--- config.mk ---
export PLATFORM = sky130hd
export DESIGN_NAME = floater_conditioner
export DESIGN_NICKNAME = d
export VERILOG_FILES = /design/src/rtl/floater_conditioner.sv
export SDC_FILE = /design/constraint.sdc
export NUM_CORES = 1
export LEC_CHECK = 0
export ABC_AREA = 1
export CAP_MARGIN = 20
export CORE_UTILIZATION = 45
export CTS_CLUSTER_DIAMETER = 30
export DETAILED_ROUTE_END_ITERATION = 10
export GPL_ROUTABILITY_DRIVEN = 0
export GPL_TIMING_DRIVEN = 0
export SYNTH_ARGS = -nofsm -noshare
export SYNTH_HDL_FRONTEND = slang
export SYNTH_SLANG_ARGS = --single-unit
--- constraint.sdc ---
create_clock -name clk -period 1.6 [get_ports clk]
set_clock_uncertainty 0.2 [all_clocks]
set_input_delay 0.32 -clock clk [delete_from_list [all_inputs] [get_ports clk]]
set_output_delay 0.32 -clock clk [all_outputs]
set_load 0.02 [all_outputs]
--- src/rtl/floater_conditioner.sv ---
// rtl/floater_conditioner.sv - synchronise, debounce and legality-check eight float-switch contacts
module floater_conditioner #(
    parameter int DEBOUNCE_CYCLES = 50000,
    parameter int FAULT_CYCLES    = 250000
) (
    input  logic       clk,
    input  logic       rst_n,
    input  logic [7:0] floater_raw,
    output logic [7:0] floater,
    output logic       level_change,
    output logic       fault
);
    localparam int DW = (DEBOUNCE_CYCLES > 1) ? $clog2(DEBOUNCE_CYCLES) : 1;
    localparam int FW = ($clog2(FAULT_CYCLES + 1) > 1) ? $clog2(FAULT_CYCLES + 1) : 1;
    localparam logic [DW-1:0] DEB_LAST  = DW'(DEBOUNCE_CYCLES - 1);
    localparam logic [FW-1:0] FAULT_MAX = FW'(FAULT_CYCLES);
    localparam logic [FW-1:0] FAULT_SET = FW'(FAULT_CYCLES - 1);

    logic [7:0]    sync1;
    logic [7:0]    sync2;
    logic [7:0]    deb;
    logic [DW-1:0] deb_cnt [8];
    logic [FW-1:0] fault_cnt;
    logic          legal;

    always_ff @(posedge clk or negedge rst_n) begin
        if (!rst_n) begin
            sync1 <= '0;
            sync2 <= '0;
        end else begin
            sync1 <= floater_raw;
            sync2 <= sync1;
        end
    end

    // Each contact has its own counter so neighbouring floats never share debounce progress.
    always_ff @(posedge clk or negedge rst_n) begin
        if (!rst_n) begin
            deb <= '0;
            for (int b = 0; b < 8; b++) begin
                deb_cnt[b] <= '0;
            end
        end else begin
            for (int b = 0; b < 8; b++) begin
                if (sync2[b] == deb[b]) begin
                    deb_cnt[b] <= '0;
                end else if (deb_cnt[b] == DEB_LAST) begin
                    deb[b]     <= sync2[b];
                    deb_cnt[b] <= '0;
                end else begin
                    deb_cnt[b] <= deb_cnt[b] + 1'b1;
                end
            end
        end
    end

    // A thermometer code plus one has no bit in common with itself (0xFF wraps to 0).
    always_comb begin
        legal = ((deb & (deb + 8'd1)) == 8'd0);
    end

    always_ff @(posedge clk or negedge rst_n) begin
        if (!rst_n) begin
            floater      <= '0;
            level_change <= 1'b0;
        end else begin
            level_change <= legal && (deb != floater);
            if (legal) begin
                floater <= deb;
            end
        end
    end

    always_ff @(posedge clk or negedge rst_n) begin
        if (!rst_n) begin
            fault_cnt <= '0;
            fault     <= 1'b0;
        end else if (legal) begin
            fault_cnt <= '0;
            fault     <= 1'b0;
        end else begin
            if (fault_cnt != FAULT_MAX) begin
                fault_cnt <= fault_cnt + 1'b1;
            end
            if (fault_cnt == FAULT_SET) begin
                fault <= 1'b1;
            end
        end
    end
endmodule

; ---- Yosys cells after proc, flatten, opt, wreduce, memory -nomap -nowiden
; Index checks and enable logic that the tools add are counted.
[op_classes]
add_sub_neg = 10
mul = 0
div_mod_pow = 0
order_cmp = 0
eq_ne = 19
shifts = 0
n_mux = 20
bitwise_logic = 9
reduce_logical = 12
[op_table]
columns = operator, n
row1 = $mux W16, 16
row2 = $add A16 B1 Y16 const B, 8
row3 = $eq A16 B16 Y1 const B, 8
row4 = $mux W18, 2
row5 = $add A18 B1 Y18 const B, 1
row6 = $eq A18 B18 Y1 const B, 1
row7 = $ne A18 B18 Y1 const B, 1
row8 = $reduce_and A2 Y1, 8
row9 = $add A8 B1 Y8 const B, 1
row10 = $and A8 B8 Y8, 1
row11 = $eq A1 B1 Y1, 8
row12 = $logic_not A8 Y1, 1
row13 = $ne A8 B8 Y1, 1
row14 = $not A1 Y1, 8
row15 = $reduce_bool A2 Y1, 2
row16 = $mux W1, 2
row17 = $logic_and A1 B1 Y1, 1
[word_totals]
reg_bits = 180
latch_bits = 0
ram_bits = 0
mem_bits_ro = 0
in_bits = 10
out_inout_bits = 10
elab_cells = 92
n_memories = 0

; ---- Depth between registers and ports, before layout
[logic_depth]
ltp_word = 4
mapped_depth = 9
mapped_depth_nobuf = 9

; ---- Least setup slack after synthesis
; OpenSTA, ideal clock, no wires.
[synth_timing]
path_type = register to register
start = register deb_cnt[64] in the netlist's numbering
end = register deb_cnt[77] in the netlist's numbering
setup_ns = 0.119
arrival_time_ns = 1.222
required_ns = 1.281
path_slack_ns = 0.059
path_stages_with_launch = 9
n_path_buf = 0
period_less_slack_ns = 1.541
cell_sequence = dfrtp_1 > ha_1 > nand3_1 > inv_1 > nand3_2 > nor2_2 > nor2_1 > nand2_1 > nor2_1
[synth_via]
elab_chain_len = 3
elab_cells_between_ends = 4
classes_between = 1 x add/sub / 1 x eq/ne / 2 x mux
[synth_lines]
columns = element, line_no
row1 = start: declaration, 22  ; logic [DW-1:0] deb_cnt [8];
row2 = start signal: indexed assignment, 51  ; deb_cnt[b] <= deb_cnt[b] + 1'b1;
row3 = $add A16 B1 Y16 / $eq A16 B16 Y1 (equally long branches), "51, 47"
row4 = $mux W16 *, 47  ; end else if (deb_cnt[b] == DEB_LAST) begin
row5 = $mux W16 *, 45  ; if (sync2[b] == deb[b]) begin
; Mark *: on every way between the ends. The rest lies on a longest branch, timed or not.
; A chain may end at the register's enable or synchronous reset.

; ---- Final worst setup path
[layout_timing]
start = register deb_cnt[16] in the netlist's numbering
end = register deb_cnt[24] in the netlist's numbering
; The elaborated chain is that of the path after synthesis.

==> results.cfg <==
[floorplanning]
coreArea_um2 = 20200
dieHeight_um = 146
io_pins = 20
die_area_um2 = 21300
row_count = 52
die_w_um = 146
initial_core_util = 0.460

[run]
maxCapViolCount = 0

[sta]
fin_crit_sh = 0.980
final-max-slew-violation-count = 0
worstMarginPinSlew_ps = 580
slew_headroom = 0.613
fmax_mhz = 638
finalHoldViolCount = 73
holdWs_ps = -344
rsz0062_at_grt = yes
setup_viol = 0
period_needed_ps = 1570

[setup_path]
arrival_ps = 1670
reg2reg_from = deb_cnt[16]
critical_path_class = reg -> reg
critPathMaxFanout = 7
cp-startpoint = deb_cnt[16]
endpoint_kind = flip-flop
required_ps = 1710
worst_setup_path_start_kind = flip-flop

[yosys]
syn_area_per_cell_um2 = 7.89
synth_nets = 1200
synthFlopType = dfrtp_1
synth_warnings = 0
synth_top_cell_area_share = 0.484
async_flop_share = 1.00
synth_seq_cells = 180
synthTopCellsByCount = nor2_1 (275), nand2_1 (264), dfrtp_1 (180)
synth_area_leaders = dfrtp_1 (48%), nor2_1 (11%), nand2_1 (11%)
yosysTopAreaCell = dfrtp_1
yosysMostFrequentCell = nor2_1
netlist_instances = 1180
synth_edf_count = 0
synth.cell_area_um2 = 9310
netlist-cell-type-count = 34
seq_area_frac_synth = 0.484

[route]
via_per_inst = 4.80
dr.pass1.iters = 4
totalWireLength_um = 18800
avgRoutedWirePerCell_um = 12.2
antenna_left = 0
drt_iter0_drc = 345
vias = 7415
drcViolationCount = 0

[global_route]
grt_pass1_vias = 7058
grt_max_degree = 108
grt_overflow = 0
grt_pass1_wl_um = 32400
antenna_found_initial = 0
grt_use_total = 0.186

[placement]
dpl_cell_area_um2 = 9870
post-dp-hpwl_um = 12600
io_buffers = 19
placedCellCount = 1470

[outcome]
status = finished, violations left
violations = hold timing

[finish]
finalInstanceArea_um2 = 11300
drive_gt1_frac = 0.181
diodes = 0
syn_to_final_growth_pct = 21.2
final_cells = 1545
nNetsFinal = 1282

[pwr]
p_clk_frac = 0.431
p_sw_uw = 2130
cellPowerDensity_nw_per_um2 = 793
p_int_uw = 6810
power.share.switching = 0.238
ir_worst_vdd_uv = 651
pwr-share-seq = 0.525
total_power_uw = 8940
p_leak_uw = 0.00469
combPwrFrac = 0.044

[cts]
cts_root_buffer = clkbuf_16
clkTransAtPathRegs_ps = 70
cts.htree.levels = 4
cts_made_buffers = 17
clock_path_buffers = 2
cts_tree = yes
numClockSinks = 180
clk_latency_ps = 430

[min_path]
hp-class = in -> async
[cell usage in the layout, fill, tap and decap left out, types with 5 or more instances in the layout]
master	instances
nand2_4	6
dfrtp_2	12
clkdlybuf4s50_1	8
o21ai_0	15
xnor2_1	29
nor2_4	25
ha_4	6
buf_4	41
xor2_1	44
clkinvlp_4	5
a21oi_1	34
nor3_2	5
nand3_4	8
nand2_2	12
nand3_2	6
inv_1	124
nand3_1	60
buf_2	9
inv_2	7
nand4_1	24
nor3_1	25
clkbuf_16	18
dfrtp_1	168
nor2_2	27
nand2_1	256
nor2_1	247
[worst max-delay path: stages, from the launching register on]
cell and delay, ps:
dfrtp_1 380, ha_2 200, nand2_2 70, nor2_4 130
nand3_4 110, o21bai_4 280, nor2_1 80
[per-layer routing]
metal  track usage  wire length (um)
met5             0                 0
met4        0.0600               201
met3        0.0386               475
met2         0.299              8820
met1         0.253              9330
[worst paths after layout]
kind	slack [ps]	cells after the start	end
setup / recovery	30	6	deb_cnt[24]
hold reg to reg	150	0	sync2[2]
setup reg to reg	30	6	deb_cnt[24]
min in group clk	120	1	sync1[1]
max in group asynchronous	550	2	deb_cnt[51]
hold / removal	-340	1	deb_cnt[115]
[metrics by stage]
step                      worst slack, ps   util  setup TNS [ps]  hold WS, ps
after floorplan                      58.7      -               0         -176
after global placement              -7760  0.486        -1403200          132
after detailed placement             -235  0.488          -10250          136
after CTS                           -3.03  0.529           -3.03         -330
after global routing                -59.4  0.557            -534         -307
final                                31.8  0.557               0         -344
[logic make-up (layout without fill, tap and decap cells)]
| logic type | after synthesis | after routing | synth area share |
|---|---|---|---|
| AND/OR/NAND/NOR | 707 | 707 | 0.326 |
| flip-flops | 180 | 180 | 0.484 |
| buffers and inverters | 138 | 233 | 0.0593 |
| XOR/XNOR | 81 | 81 | 0.0770 |
| AO/OA/AOI/OAI | 64 | 64 | 0.0403 |
| adder cells (fa/ha/maj) | 10 | 10 | 0.0134 |
[power groups by stage]
stage	clock network, uW	registers (uW)	logic, uW
6_report	3850	4690	394
3_5_place_dp	0	4760	325
3_3_place_gp	0	4760	314
4_1_cts	3980	4680	360
2_1_floorplan	0	4750	159
5_1_grt	4140	4700	456
[flip-flops by register name (all words and copies together), names as in the netlist]
register / cells
level_change: 1
floater: 8
sync1: 8
fault_cnt: 18
deb: 8
deb_cnt: 128
fault: 1
sync2: 8
[repair_timing]
item                                    in CTS  in global routing
setup buffers                               18                 24
pin swaps                                   14                 25
endpoints found under the hold margin       73                 73
gates resized for setup                     88                 86
endpoints found under the setup margin      96                117
gates cloned                                 0                  1
[cell type report]
class                   instances  area (um^2)
fillers                      1840         8960
multi-input cells             862         4790
flip-flops and latches        180         4520
repair buffers                 63          536
inverters                     133          504
clock buffers                  21          450
well taps                     270          338
clock inverters                11         78.8
plain buffers                   5         60.1
Note: power is estimated with default switching activity, not from simulation.
